[config.mk]
export PLATFORM = sky130hd
export DESIGN_NAME = gpu_launch_ctrl
export DESIGN_NICKNAME = d
export VERILOG_FILES = /design/src/rtl/gpu_launch_ctrl.sv
export SDC_FILE = /design/constraint.sdc
export NUM_CORES = 1
export LEC_CHECK = 0
export ABC_CLOCK_PERIOD_IN_PS = 5400
export CORE_ASPECT_RATIO = 1.4
export CORE_MARGIN = 2
export CORE_UTILIZATION = 67
export DETAILED_ROUTE_END_ITERATION = 7
export DONT_BUFFER_PORTS = 1
export PLACE_DENSITY_LB_ADDON = 0.15
export SETUP_SLACK_MARGIN = 0.2
export SYNTH_ARGS = -nofsm -noshare
export SYNTH_HDL_FRONTEND = slang
export SYNTH_SLANG_ARGS = --single-unit
[constraint.sdc]
create_clock -name clk -period 5.4 [get_ports clk]
set_input_delay 0.54 -clock clk [delete_from_list [all_inputs] [get_ports clk]]
set_output_delay 0.54 -clock clk [all_outputs]
set_load 0.02 [all_outputs]
[src/rtl/gpu_launch_ctrl.sv]
// Kernel launch sequencer: IDLE -> CLR -> RUN -> FIN around a compute core.
// Define GPU_LAUNCH_TIMEOUT_EN to compile in the RUN watchdog.
module gpu_launch_ctrl #(
  parameter int DMEM_AW     = 10,
  parameter int TIMEOUT_CYC = 65535
) (
  input  logic               clk,
  input  logic               rst,
  input  logic               cmd_valid,
  output logic               cmd_ready,
  input  logic [9:0]         cmd_n_words,
  input  logic [DMEM_AW-1:0] cmd_a_base,
  input  logic [DMEM_AW-1:0] cmd_b_base,
  input  logic [DMEM_AW-1:0] cmd_c_base,
  output logic               core_rst,
  output logic               core_run,
  output logic [9:0]         core_n_words,
  output logic [DMEM_AW-1:0] core_a_base,
  output logic [DMEM_AW-1:0] core_b_base,
  output logic [DMEM_AW-1:0] core_c_base,
  input  logic               core_done,
  output logic               busy,
  output logic               kdone,
  output logic [31:0]        cyc_count,
  output logic               err_timeout,
  output logic               host_dmem_gnt
);

  typedef enum logic [1:0] {
    S_IDLE,
    S_CLR,
    S_RUN,
    S_FIN
  } state_t;

`ifdef GPU_LAUNCH_TIMEOUT_EN
  localparam bit TO_EN = 1'b1;
`else
  localparam bit TO_EN = 1'b0;
`endif
  localparam logic [31:0] TO_LIM = 32'(TIMEOUT_CYC);

  state_t             r_state;
  logic               r_clr_cnt;
  logic               r_core_rst;
  logic               r_core_run;
  logic               r_kdone;
  logic               r_busy;
  logic               r_cmd_ready;
  logic               r_gnt;
  logic               r_err;
  logic [31:0]        r_cyc;
  logic [9:0]         r_n_words;
  logic [DMEM_AW-1:0] r_a_base;
  logic [DMEM_AW-1:0] r_b_base;
  logic [DMEM_AW-1:0] r_c_base;

  logic [31:0] w_cyc_nxt;
  logic        w_to_hit;

  // count saturates instead of wrapping
  assign w_cyc_nxt = (&r_cyc) ? r_cyc : r_cyc + 32'd1;
  assign w_to_hit  = TO_EN && (r_cyc == TO_LIM);

  always_ff @(posedge clk) begin
    if (rst) begin
      r_state     <= S_IDLE;
      r_clr_cnt   <= 1'b0;
      r_core_rst  <= 1'b1;
      r_core_run  <= 1'b0;
      r_kdone     <= 1'b0;
      r_busy      <= 1'b0;
      r_cmd_ready <= 1'b1;
      r_gnt       <= 1'b1;
      r_err       <= 1'b0;
      r_cyc       <= '0;
      r_n_words   <= '0;
      r_a_base    <= '0;
      r_b_base    <= '0;
      r_c_base    <= '0;
    end else begin
      unique case (r_state)
        S_IDLE: begin
          r_core_rst <= 1'b0;
          if (cmd_valid) begin
            r_state     <= S_CLR;
            r_clr_cnt   <= 1'b1;
            r_core_rst  <= 1'b1;
            r_busy      <= 1'b1;
            r_cmd_ready <= 1'b0;
            r_gnt       <= 1'b0;
            r_err       <= 1'b0;
            r_cyc       <= '0;
            r_n_words   <= cmd_n_words;
            r_a_base    <= cmd_a_base;
            r_b_base    <= cmd_b_base;
            r_c_base    <= cmd_c_base;
          end
        end
        S_CLR: begin
          if (r_clr_cnt) begin
            r_clr_cnt <= 1'b0;
          end else begin
            r_state    <= S_RUN;
            r_core_rst <= 1'b0;
            r_core_run <= 1'b1;
          end
        end
        S_RUN: begin
          r_cyc <= w_cyc_nxt;
          if (core_done) begin
            r_state    <= S_FIN;
            r_core_run <= 1'b0;
            r_kdone    <= 1'b1;
          end else if (w_to_hit) begin
            r_state    <= S_FIN;
            r_core_run <= 1'b0;
            r_core_rst <= 1'b1;
            r_kdone    <= 1'b1;
            r_err      <= 1'b1;
          end
        end
        S_FIN: begin
          r_state     <= S_IDLE;
          r_kdone     <= 1'b0;
          r_core_rst  <= 1'b0;
          r_busy      <= 1'b0;
          r_cmd_ready <= 1'b1;
          r_gnt       <= 1'b1;
        end
        default: r_state <= S_IDLE;
      endcase
    end
  end

  assign cmd_ready     = r_cmd_ready;
  assign core_rst      = r_core_rst;
  assign core_run      = r_core_run;
  assign core_n_words  = r_n_words;
  assign core_a_base   = r_a_base;
  assign core_b_base   = r_b_base;
  assign core_c_base   = r_c_base;
  assign busy          = r_busy;
  assign kdone         = r_kdone;
  assign cyc_count     = r_cyc;
  assign err_timeout   = r_err;
  assign host_dmem_gnt = r_gnt;

endmodule

### After elaboration in Yosys (flattened, before gate mapping)

Index checks and enable logic that the tools add are counted.

| operators by class | value |
|---|---|
| mux-type cells | 20 |
| add/subtract/negate cells | 1 |
| bitwise operators | 1 |
| reduce and logical (&&, ||, !) cells | 15 |
| equality and inequality tests | 7 |

Operators with widths:

| kind | count |
|---|---|
| 32-bit two-way mux | 2 |
| 32-bit one-hot mux with 2 select lines | 1 |
| 32-bit by 1-bit adder with 32-bit output, second input constant | 1 |
| 32-bit AND reduction | 1 |
| 1-bit one-hot mux with 2 select lines | 5 |
| 2-bit AND reduction | 5 |
| 2-bit nonzero test | 5 |
| 3-bit AND reduction | 3 |
| 2-bit != test, second input constant | 4 |
| 2-bit one-hot mux with 4 select lines | 1 |
| 1-bit two-way mux | 7 |
| 2-bit two-way mux | 3 |
| 2-bit == test, second input constant | 2 |
| 1-bit one-hot mux with 3 select lines | 1 |
| 2-bit by 1-bit == test with 1-bit output, second input constant | 1 |
| 2-bit logical NOT | 1 |
| 1-bit inverter | 1 |

| storage, ports and cells | value |
|---|---|
| output and inout bits | 79 |
| logic and storage cells | 56 |
| bits in registers | 80 |
| bits of input ports | 44 |

### Logic depth before layout (Yosys ltp)

Gate-level depths: netlist of the first run.

| depth | value |
|---|---|
| depth after elaboration | 3 |
| depth in mapped cells | 9 |

### Worst setup path after synthesis of the first run

OpenSTA, ideal clock, no wires.

| timing path | value |
|---|---|
| path kind | reg2reg |
| start | register r_cyc[0] (netlist: cyc_count[0]) |
| end | register r_cyc[30] (netlist: cyc_count[30]) |
| data arrival time | 2.390 ns |
| setup slack | 2.936 ns |
| required time | 5.326 ns |
| stages on the path, launching flop included | 7 |
| library setup time | 0.074 ns |
| path buffers | 0 |
| cells stage by stage | dfxtp_1 ha_1 nand3_1 or4_1 or4_1 or4_1 o21ai_0 |

| on the way | value |
|---|---|
| longest elaborated chain between the ends | 3 |
| elaborated cells on any way between the ends | 6 |
| classes of those cells | 1 x add/sub; 1 x eq/ne; 2 x mux; 2 x reduce/logical |

Ends and longest elaborated chain:

| element | RTL line | source |
|---|---|---|
| from (decl) | 52 | `logic [31:0] r_cyc;` |
| from (signal assigned) | 110 | `r_cyc <= w_cyc_nxt;` |
| 32-bit by 1-bit adder with 32-bit output / 32-bit AND reduction (equally long branches) | 62 | `assign w_cyc_nxt = (&r_cyc) ? r_cyc : r_cyc + 32'd1;` |
| 32-bit two-way mux / 2-bit != test (equally long branches) | -- |  |
| 32-bit one-hot mux with 2 select lines / 3-bit AND reduction (equally long branches) | -- |  |

Parallel ways exist; a longest one is shown, timed or not. The select of a mux whose other input is x is not followed.
A chain may end at the register's enable or synchronous reset.

### Worst setup path after layout of the first run

| timing path | value |
|---|---|
| start | register r_state[0] |
| end | register r_cyc[7] (netlist: cyc_count[7]) |

| on the way | value |
|---|---|
| longest elaborated chain between the ends | 3 |
| elaborated cells on any way between the ends | 7 |
| classes of those cells | 3 x eq/ne; 1 x mux; 3 x reduce/logical |

Ends and longest elaborated chain:

| element | RTL line | source |
|---|---|---|
| from (decl) | 43 | `state_t r_state;` |
| from (signal assigned) | 67 | `r_state <= S_IDLE;` |
| from (signal assigned) | 86 | `r_state <= S_CLR;` |
| from (signal assigned) | 104 | `r_state <= S_RUN;` |
| 2-bit == test / 2-bit logical NOT (equally long branches) | 82 | `unique case (r_state)` |
| 2-bit != test (no source line) / 2-bit nonzero test (equally long branches) | -- |  |
| 3-bit AND reduction (no source line) | -- |  |

Parallel ways exist; a longest one is shown, timed or not.

==> metrics.txt, run 1 <==
ys async rst share=0%; number of clock buffers inserted by TritonCTS=9; number of antenna violations at the first check in global routing=0; Crit Reg-Reg Startpoint=r_state[0]; RD Place Congestion=0.813; utilization after layout=72.3%; maximum achievable frequency=349 MHz; length of the first detailed-routing pass in iterations=5; required time of the critical path=5.67 ns; Fin. Hold Viols=0; Commonest cells post-synth=105 x sky130_fd_sc_hd__nand2_1, 80 x sky130_fd_sc_hd__dfxtp_1, 72 x sky130_fd_sc_hd__a21oi_1; met2 capacity usage during global routing=48.0%; chip width=65.5 um; number of design-rule violations left by the first detailed-router iteration=197; number of synthesis warnings=0; final period utilization=53.0%; number of global-route vias before repair=2915; number of buffers added on ports=0; post-cts sizing count=0; met3 track utilization from global routing=10.4%; worst hold-check path type=primary input to register; crit path DAT=3.13 ns; Worst Hold Depth=1; cell type of the slowest stage on the worst timing path=sky130_fd_sc_hd__a31oi_1; clock-pin slew on the worst setup and hold paths=0.09 ns; reg-to-reg setup timing slack=2.54 ns; Slew Limit Headroom=30.7%; overall power of the completed layout=1.63 mW; P&R area growth vs syn=5.00%; wire length of the first global-routing pass=13300 um; Residual DRC=0; clock sinks=80; Overall Global Routing Usage=28.3%; average footprint of a synthesized cell=7.69 um2; most heavily used metal layer in global routing=met2; category of the worst setup path capture point=register; layout net count=495; crit start category=register; number of distinct library cells after synthesis=41; Worst-Margin Slew=1.03 ns; path type of the worst setup path=register to register; total routed wirelength=8470 um; cell with the most instances on the worst path=sky130_fd_sc_hd__a31oi_1; clk_skew=0.0129 ns; Clock H-tree levels=3; clock period minus final worst setup slack=2.86 ns; detailed-route vias per instance=6.30; Die ar.=5910 um2; cell with the most instances after synthesis=sky130_fd_sc_hd__nand2_1; Power Dens Cells=437 nW/um2; flop and latch count out of synthesis=80; worst r2r dst=cyc_count[7]; Lkg Pwr=1.23 nW; count of boundary I/O pins=123; Remaining Overflow, GRT=0; n_diodes=0; vias=3255; status=finished, final reports clean; worst min-delay path startpoint=rst; max-slew violation count=0; crit-path cells=inv_1 > ha_1 > mux2_2 > nand2_1 > a31oi_1 > a31oi_1 > a311oi_1; top area cells in the synthesized netlist=sky130_fd_sc_hd__dfxtp_1 45%, sky130_fd_sc_hd__nand2_1 11%, sky130_fd_sc_hd__a21oi_1 10%; average wire length per cell after detail routing=16.4 um; Fin Setup TNS=0 ns; cell depth of the worst flop-to-flop path=7; largest fanout of any net on the critical path=23; number of buffers on the longest clock path=2; cell taking the most area after synthesis=sky130_fd_sc_hd__dfxtp_1; unrepaired setup endpoints after global routing=no; Hold EP=kdone; pin count of the biggest net entering global routing=92; CTS tree=done; effective utilization at floorplan=68.8%; height of the chip=90.1 um; MaxCap Viol Count=0; number of hold buffers added after CTS=0; final setup violating endpoints=0; CP Buf/Inv Count=1; post-route ant nets=0; latest clock arrival within the worst-skew pair=0.35 ns; Largest delay share family, worst path=compound AO/OA/AOI/OAI gates; Top FF cell, synth=sky130_fd_sc_hd__dfxtp_1; final setup slack of the worst path=2.54 ns; post-detailed-placement half-perimeter wirelength=5680 um; synthesized instance count=462; worst setup timing slack at the placement stage=2.64 ns; post-synthesis instance area=3550 um2; EDFF count, synth=0; clock root cell=sky130_fd_sc_hd__clkbuf_8; number of setup buffers added after CTS=0; share of post-route cells with drive strength above 1=5.54%; Critical Path Max Stage Delay=0.81 ns; sequential element share of the synthesized area=45.1%; met1 GRT Util=31.7%; worst-case vdd ir drop=0.238 mV; top cell type's share of synthesized area=45.1%; num rows=31; core area=5160 um2; net count after synthesis=511
==> report_power, final <==
group	internal [mW]	total [mW]	switching [mW]
clock network	0.176	0.413	0.237
registers	0.670	0.816	0.146
logic	0.129	0.401	0.273
==> worst max path at each step <==
stage / from / to / slack [ns] / cells after the start
final: r_state[0] / cyc_count[7] / 2.54 / 7
after global routing: r_state[0] / cyc_count[10] / 2.39 / 7
after CTS: r_state[0] / cyc_count[7] / 2.61 / 7
after detailed placement: r_state[0] / cyc_count[7] / 2.64 / 7
after global placement: r_state[0] / cyc_count[7] / 2.72 / 7
after floorplan: cyc_count[0] / cyc_count[30] / 2.94 / 6
==> cell type report <==
| type | count | area [um2] |
|---|---|---|
| Timing Repair Buffer | 4 | 30.0 |
| Tap cell | 66 | 82.6 |
| Fill cell | 434 | 1430 |
| Multi-Input combinational cell | 343 | 1800 |
| Inverter | 8 | 30.0 |
| Clock inverter | 7 | 61.3 |
| Sequential cell | 80 | 1600 |
| Clock buffer | 9 | 124 |
==> state kept, by name (all words and copies together), names as in the netlist <==
signal	cells
busy	1
core_n_words	10
core_a_base	10
cyc_count	32
core_c_base	10
kdone	1
r_clr_cnt	1
core_run	1
core_rst	1
core_b_base	10
host_dmem_gnt	1
r_state	2
==> per-layer routing <==
| metal | vias up | wire, um |
|---|---|---|
| met5 | - | 0 |
| met2 | 136 | 4240 |
| li1 | 1603 | - |
| met1 | 1498 | 3250 |
| met4 | 0 | 184 |
| met3 | 18 | 786 |
==> layout by cell type, fill, tap and decap left out, types with 9 or more instances in the layout <==
| cell type | Yosys | layout |
|---|---|---|
| sky130_fd_sc_hd__a21oi_1 | 72 | 72 |
| sky130_fd_sc_hd__a31oi_1 | 9 | 9 |
| sky130_fd_sc_hd__clkbuf_8 | 0 | 9 |
| sky130_fd_sc_hd__dfxtp_1 | 80 | 80 |
| sky130_fd_sc_hd__nand2_1 | 105 | 105 |
| sky130_fd_sc_hd__nand3_1 | 15 | 15 |
| sky130_fd_sc_hd__nand4_1 | 10 | 10 |
| sky130_fd_sc_hd__nor2_1 | 25 | 25 |
| sky130_fd_sc_hd__o21ai_0 | 23 | 23 |
| sky130_fd_sc_hd__or4_1 | 13 | 13 |
==> cell families after synthesis <==
family	synth area share [%]
buffers and inverters	4.40
adders and majority gates	1.76
AOI/OAI and AO/OA	19.2
DFF	45.1
other	0.106
and+or+nand+nor	28.6
muxes	0.881
==> per-stage QoR <==
step	std cells	hold slack [ns]	area, um2
4_1_cts	517	0.238	3730
6_report	517	0.250	3730
2_1_floorplan	462	0.503	3550
3_5_place_dp	501	0.527	3540
5_1_grt	517	0.223	3730
3_3_place_gp	501	0.519	3540
No activity file was read; power rests on OpenSTA's default activity.
==> run 2: changes to the inputs <==
--- a/config.mk
+++ b/config.mk
@@ -5,10 +5,11 @@
 export SDC_FILE = /design/constraint.sdc
 export NUM_CORES = 1
 export LEC_CHECK = 0
-export ABC_CLOCK_PERIOD_IN_PS = 5400
+export ABC_AREA = 1
+export ABC_CLOCK_PERIOD_IN_PS = 2500
 export CORE_ASPECT_RATIO = 1.4
 export CORE_MARGIN = 2
-export CORE_UTILIZATION = 67
+export CORE_UTILIZATION = 57
 export DETAILED_ROUTE_END_ITERATION = 7
 export DONT_BUFFER_PORTS = 1
 export PLACE_DENSITY_LB_ADDON = 0.15
==> constraint.sdc (replaced) <==
create_clock -name clk -period 2.5 [get_ports clk]
set_input_delay 0.25 -clock clk [delete_from_list [all_inputs] [get_ports clk]]
set_output_delay 0.25 -clock clk [all_outputs]
set_load 0.02 [all_outputs]
==> metrics.txt, run 2 <==
number of buffers on the longest clock path=2; reg-to-reg setup timing slack=0.42 ns; Slew Limit Headroom=54.8%; max-slew violation count=0; number of clock buffers inserted by TritonCTS=9; CTS tree=done; P&R area growth vs syn=12.2%; post-route ant nets=0; sequential element share of the synthesized area=38.6%; height of the chip=105 um; cell with the most instances on the worst path=sky130_fd_sc_hd__nand2_1; n_diodes=0; post-detailed-placement half-perimeter wirelength=7940 um; worst setup timing slack at the placement stage=0.355 ns; vias=4118; overall power of the completed layout=4.93 mW; clk_skew=0.00735 ns; final setup slack of the worst path=0.423 ns; average footprint of a synthesized cell=6.44 um2; Critical Path Max Stage Delay=0.33 ns; pin count of the biggest net entering global routing=55; CP Buf/Inv Count=3; crit start category=register; Crit Reg-Reg Startpoint=r_state[0]; RD Place Congestion=0.955; Filler Cell Count=681; clock sinks=80; worst hold-check path type=primary input to register; Worst-Margin Slew=0.677 ns; final period utilization=83.1%; Largest register FFs=32; ys async rst share=0%; Power Dens Cells=1060 nW/um2; Residual DRC=0; cell taking the most area after synthesis=sky130_fd_sc_hd__dfxtp_1; Lkg Pwr=2.07 nW; maximum achievable frequency=481 MHz; number of distinct library cells after synthesis=33; net count after synthesis=694; unrepaired setup endpoints after global routing=no; Clock H-tree levels=3; chip width=76.1 um; top area cells in the synthesized netlist=sky130_fd_sc_hd__dfxtp_1 39%, sky130_fd_sc_hd__nor2_1 14%, sky130_fd_sc_hd__nand2_1 13%; effective utilization at floorplan=59.1%; total routed wirelength=11000 um; final setup violating endpoints=0; worst-case vdd ir drop=0.631 mV; Remaining Overflow, GRT=0; largest fanout of any net on the critical path=24; Fin Setup TNS=0 ns; number of design-rule violations left by the first detailed-router iteration=323; Storage cell area=1600 um2; Commonest cells post-synth=159 x sky130_fd_sc_hd__nor2_1, 144 x sky130_fd_sc_hd__nand2_1, 80 x sky130_fd_sc_hd__dfxtp_1; average wire length per cell after detail routing=14.3 um; clock-pin slew on the worst setup and hold paths=0.08 ns; Die ar.=7990 um2; number of setup buffers added after CTS=0; clock period minus final worst setup slack=2.08 ns; flop and latch count out of synthesis=80; Top FF cell, synth=sky130_fd_sc_hd__dfxtp_1; wire length of the first global-routing pass=18100 um; Largest delay share family, worst path=simple AND/OR/NAND/NOR gates; detailed-route vias per instance=5.37; number of global-route vias before repair=4028; layout net count=716; required time of the critical path=2.75 ns; core area=7030 um2; category of the worst setup path capture point=register; crit path DAT=2.33 ns; num rows=36; clock root cell=sky130_fd_sc_hd__clkbuf_8; worst min-delay path startpoint=rst; path type of the worst setup path=register to register; synthesized instance count=645; count of boundary I/O pins=123; length of the first detailed-routing pass in iterations=5; status=finished, final reports clean; EDFF count, synth=0; start point of the critical path=r_state[0]; number of buffers added on ports=0; most frequent cells in the layout=158 x sky130_fd_sc_hd__nor2_1, 144 x sky130_fd_sc_hd__nand2_1, 80 x sky130_fd_sc_hd__dfxtp_1; MaxCap Viol Count=0; share of post-route cells with drive strength above 1=10.6%; post-synthesis instance area=4150 um2; cell with the most instances after synthesis=sky130_fd_sc_hd__nor2_1; top cell type's share of synthesized area=38.6%; cell type of the slowest stage on the worst timing path=sky130_fd_sc_hd__dfxtp_1; Overall Global Routing Usage=27.8%; latest clock arrival within the worst-skew pair=0.36 ns; most frequent standard cell in the layout excluding fill and tap cells=sky130_fd_sc_hd__nor2_1; number of antenna violations at the first check in global routing=0; area taken by multi-input logic gates=2100 um2; number of synthesis warnings=0; crit-path cells=inv_1 > ha_1 > nand2_1 > inv_1 > nand2_1 > nor2_1 > nand3_4 > nand3_4 > buf_12 > nand2_1 > nand2_1 > nor2_1; Fin. Hold Viols=0
run 2: per-stage QoR:
step / hold WS (ns) / utilization [%] / area [um2] / instances
after floorplan: 0.355 / - / 4150 / 645
after global placement: 0.324 / 62.7 / 4410 / 749
after detailed placement: 0.325 / 62.7 / 4410 / 749
after CTS: 0.0368 / 66.2 / 4650 / 767
after global routing: 0.0438 / 66.3 / 4660 / 767
final: 0.0479 / 66.3 / 4660 / 767
run 2: cell families after synthesis:
family,synth area share (%)
simple gates,35.8
flops,38.6
fa+ha+maj,1.51
buf+inv,11.0
other cells,0.0903
compound gates,13.0
run 2: cell type report:
cell class                      count  share of cell area, %
Clock inverter                      4                   1.66
Tap cell                           95                   2.55
Multi-Input combinational cell    456                   45.1
Inverter                           81                   6.52
Timing Repair Buffer               39                   6.66
Clock buffer                       12                   3.11
Sequential cell                    80                   34.4
run 2: repair_timing:
item                                    4_1_cts  5_1_grt
endpoints found under the setup margin        0       16
hold endpoints to repair                      6        0
hold buffers                                  2        0
gates resized for setup                       0        2
run 2: final timing paths:
kind,end,depth (start not counted)
worst max register to register,cyc_count[29],12
worst max-delay path,cyc_count[29],12
worst min register to register,r_state[1],2
worst min-delay path,cyc_count[12],2
run 2: power breakdown:
group	switching, mW	internal [mW]
Clock	0.473	0.594
Sequential	0.512	1.60
Combinational	1.16	0.590
Total	2.15	2.78
run 2: metal layers:
layer	wire length, um	track usage (%)
met5	0	0
met4	454	16.4
met3	746	6.65
met2	5540	50.6
met1	4220	28.8
==> run 3: changes to the inputs <==
--- a/config.mk
+++ b/config.mk
@@ -6,10 +6,10 @@
 export NUM_CORES = 1
 export LEC_CHECK = 0
 export ABC_AREA = 1
-export ABC_CLOCK_PERIOD_IN_PS = 2500
+export ABC_CLOCK_PERIOD_IN_PS = 2050
 export CORE_ASPECT_RATIO = 1.4
 export CORE_MARGIN = 2
-export CORE_UTILIZATION = 57
+export CORE_UTILIZATION = 63
 export DETAILED_ROUTE_END_ITERATION = 7
 export DONT_BUFFER_PORTS = 1
 export PLACE_DENSITY_LB_ADDON = 0.15
==> constraint.sdc (replaced) <==
create_clock -name clk -period 2.05 [get_ports clk]
set_input_delay 0.205 -clock clk [delete_from_list [all_inputs] [get_ports clk]]
set_output_delay 0.205 -clock clk [all_outputs]
set_load 0.02 [all_outputs]
==> metrics.txt, run 3 (synthesis results as in run 2) <==
utilization after layout=75.6%; cell depth of the worst flop-to-flop path=12; worst setup timing slack at the placement stage=0.128 ns; number of antenna violations at the first check in global routing=0; Remaining Overflow, GRT=0; unrepaired setup endpoints after global routing=yes; number of buffers on the longest clock path=2; pin count of the biggest net entering global routing=63; post-route ant nets=0; number of clock buffers inserted by TritonCTS=9; total routed wirelength=11600 um; start point of the critical path=cyc_count[0]; overall power of the completed layout=6.29 mW; clock-pin slew on the worst setup and hold paths=0.09 ns; Residual DRC=0; chip width=72.6 um; vias=4300; height of the chip=100 um; average wire length per cell after detail routing=15.2 um; status=finished, final reports clean; category of the worst setup path capture point=register; required time of the critical path=2.31 ns; end point of the critical path=cyc_count[20]; post-detailed-placement half-perimeter wirelength=7920 um; wire length of the first global-routing pass=18200 um; maximum achievable frequency=549 MHz; Fin Setup TNS=0 ns; Lkg Pwr=2.19 nW; Fin. Hold Viols=0; clock period minus final worst setup slack=1.82 ns; P&R area growth vs syn=18.0%; layout net count=737; Largest register FFs=32; worst-case vdd ir drop=0.839 mV; crit start category=register; most frequent standard cell in the layout excluding fill and tap cells=sky130_fd_sc_hd__nor2_1; final setup violating endpoints=0; path type of the worst setup path=register to register; CTS tree=done; Die ar.=7270 um2; number of buffers added on ports=0; Filler Cell Count=506; clock sinks=80; MaxCap Viol Count=0; max-slew violation count=0; number of design-rule violations left by the first detailed-router iteration=526; crit path DAT=2.09 ns; worst hold-check path type=primary input to register; Overall Global Routing Usage=31.7%; worst r2r dst=cyc_count[20]; share of post-route cells with drive strength above 1=15.4%; most frequent cells in the layout=152 x sky130_fd_sc_hd__nor2_1, 144 x sky130_fd_sc_hd__nand2_1, 76 x sky130_fd_sc_hd__inv_1, 76 x sky130_fd_sc_hd__dfxtp_1, 51 x sky130_fd_sc_hd__buf_4; final period utilization=88.9%; cell with the most instances on the worst path=sky130_fd_sc_hd__nand3_4; cell type of the slowest stage on the worst timing path=sky130_fd_sc_hd__dfxtp_2; detailed-route vias per instance=5.61; final setup slack of the worst path=0.227 ns; area taken by multi-input logic gates=2150 um2; clk_skew=0.0193 ns; Slew Limit Headroom=65.7%; latest clock arrival within the worst-skew pair=0.37 ns; length of the first detailed-routing pass in iterations=6; Crit Reg-Reg Startpoint=cyc_count[0]; reg-to-reg setup timing slack=0.23 ns; Clock H-tree levels=3; Critical Path Max Stage Delay=0.37 ns; largest fanout of any net on the critical path=9; RD Place Congestion=0.927; Power Dens Cells=1280 nW/um2; count of boundary I/O pins=123; num rows=35; clock root cell=sky130_fd_sc_hd__clkbuf_8; Worst-Margin Slew=0.515 ns; core area=6480 um2; effective utilization at floorplan=64.1%; final instance count without filler cells=767; Storage cell area=1610 um2; crit-path cells=ha_4 > nand2_2 > nor2_4 > nand2_4 > nor2_8 > nand3_4 > buf_12 > nand3_4 > clkbuf_16 > nand2_1 > inv_1 > nor2_1; n_diodes=0; Post-Place Cells=739; number of global-route vias before repair=4105
## run 3: timing repair
action,CTS,global route
pin swaps,2,4
gates cloned,1,1
setup endpoints to repair,32,35
hold buffers,2,0
gates resized for setup,9,17
setup buffers,0,8
hold endpoints to repair,15,0
## run 3: worst max-delay path, delay by kind of cell (launching register included)
| kind | cells | cell delay, ns |
|---|---|---|
| and+or+nand+nor | 8 | 0.78 |
| buffers and inverters | 3 | 0.41 |
| DFF | 1 | 0.37 |
| adders and majority gates | 1 | 0.16 |
## run 3: metal layers
| metal | up-vias | share of wire (%) | track usage, % | wire (um) |
|---|---|---|---|---|
| met5 | - | 0 | 0 | 0 |
| met4 | 0 | 4.1 | 18.5 | 476 |
| met3 | 44 | 8.3 | 7.73 | 971 |
| met2 | 218 | 52 | 56.5 | 6060 |
| met1 | 1930 | 36 | 32.8 | 4140 |
| li1 | 2108 | - | - | - |
## run 3: metrics by stage
step                      area, um2  hold WS [ns]
after floorplan                4150         0.310
after global placement         4470         0.270
after detailed placement       4470         0.273
after CTS                      4770       0.00252
after global routing           4900       0.00247
final                          4900        0.0100
## run 3: report_power, final
| group | switching [mW] | leakage, nW | internal, mW |
|---|---|---|---|
| clock network | 0.643 | 0.101 | 0.613 |
| registers | 0.608 | 0.659 | 1.95 |
| logic | 1.54 | 1.43 | 0.931 |
| total | 2.79 | 2.19 | 3.50 |
## run 3: final cells by class
cell class | instances | area share (%)
multi-input cells | 456 | 43.8
flip-flops and latches | 80 | 32.8
repair buffers | 60 | 11.0
inverters | 81 | 6.21
clock buffers | 10 | 2.81
well taps | 74 | 1.89
clock inverters | 6 | 1.51
## run 3: worst min-delay path by stage
stage,start,end,cells past startpoint
2_1_floorplan,core_done,core_run,1
3_3_place_gp,rst,cyc_count[1],1
3_5_place_dp,rst,cyc_count[1],1
4_1_cts,cmd_b_base[5],core_b_base[5],2
5_1_grt,rst,cyc_count[5],2
6_report,cmd_b_base[5],core_b_base[5],2
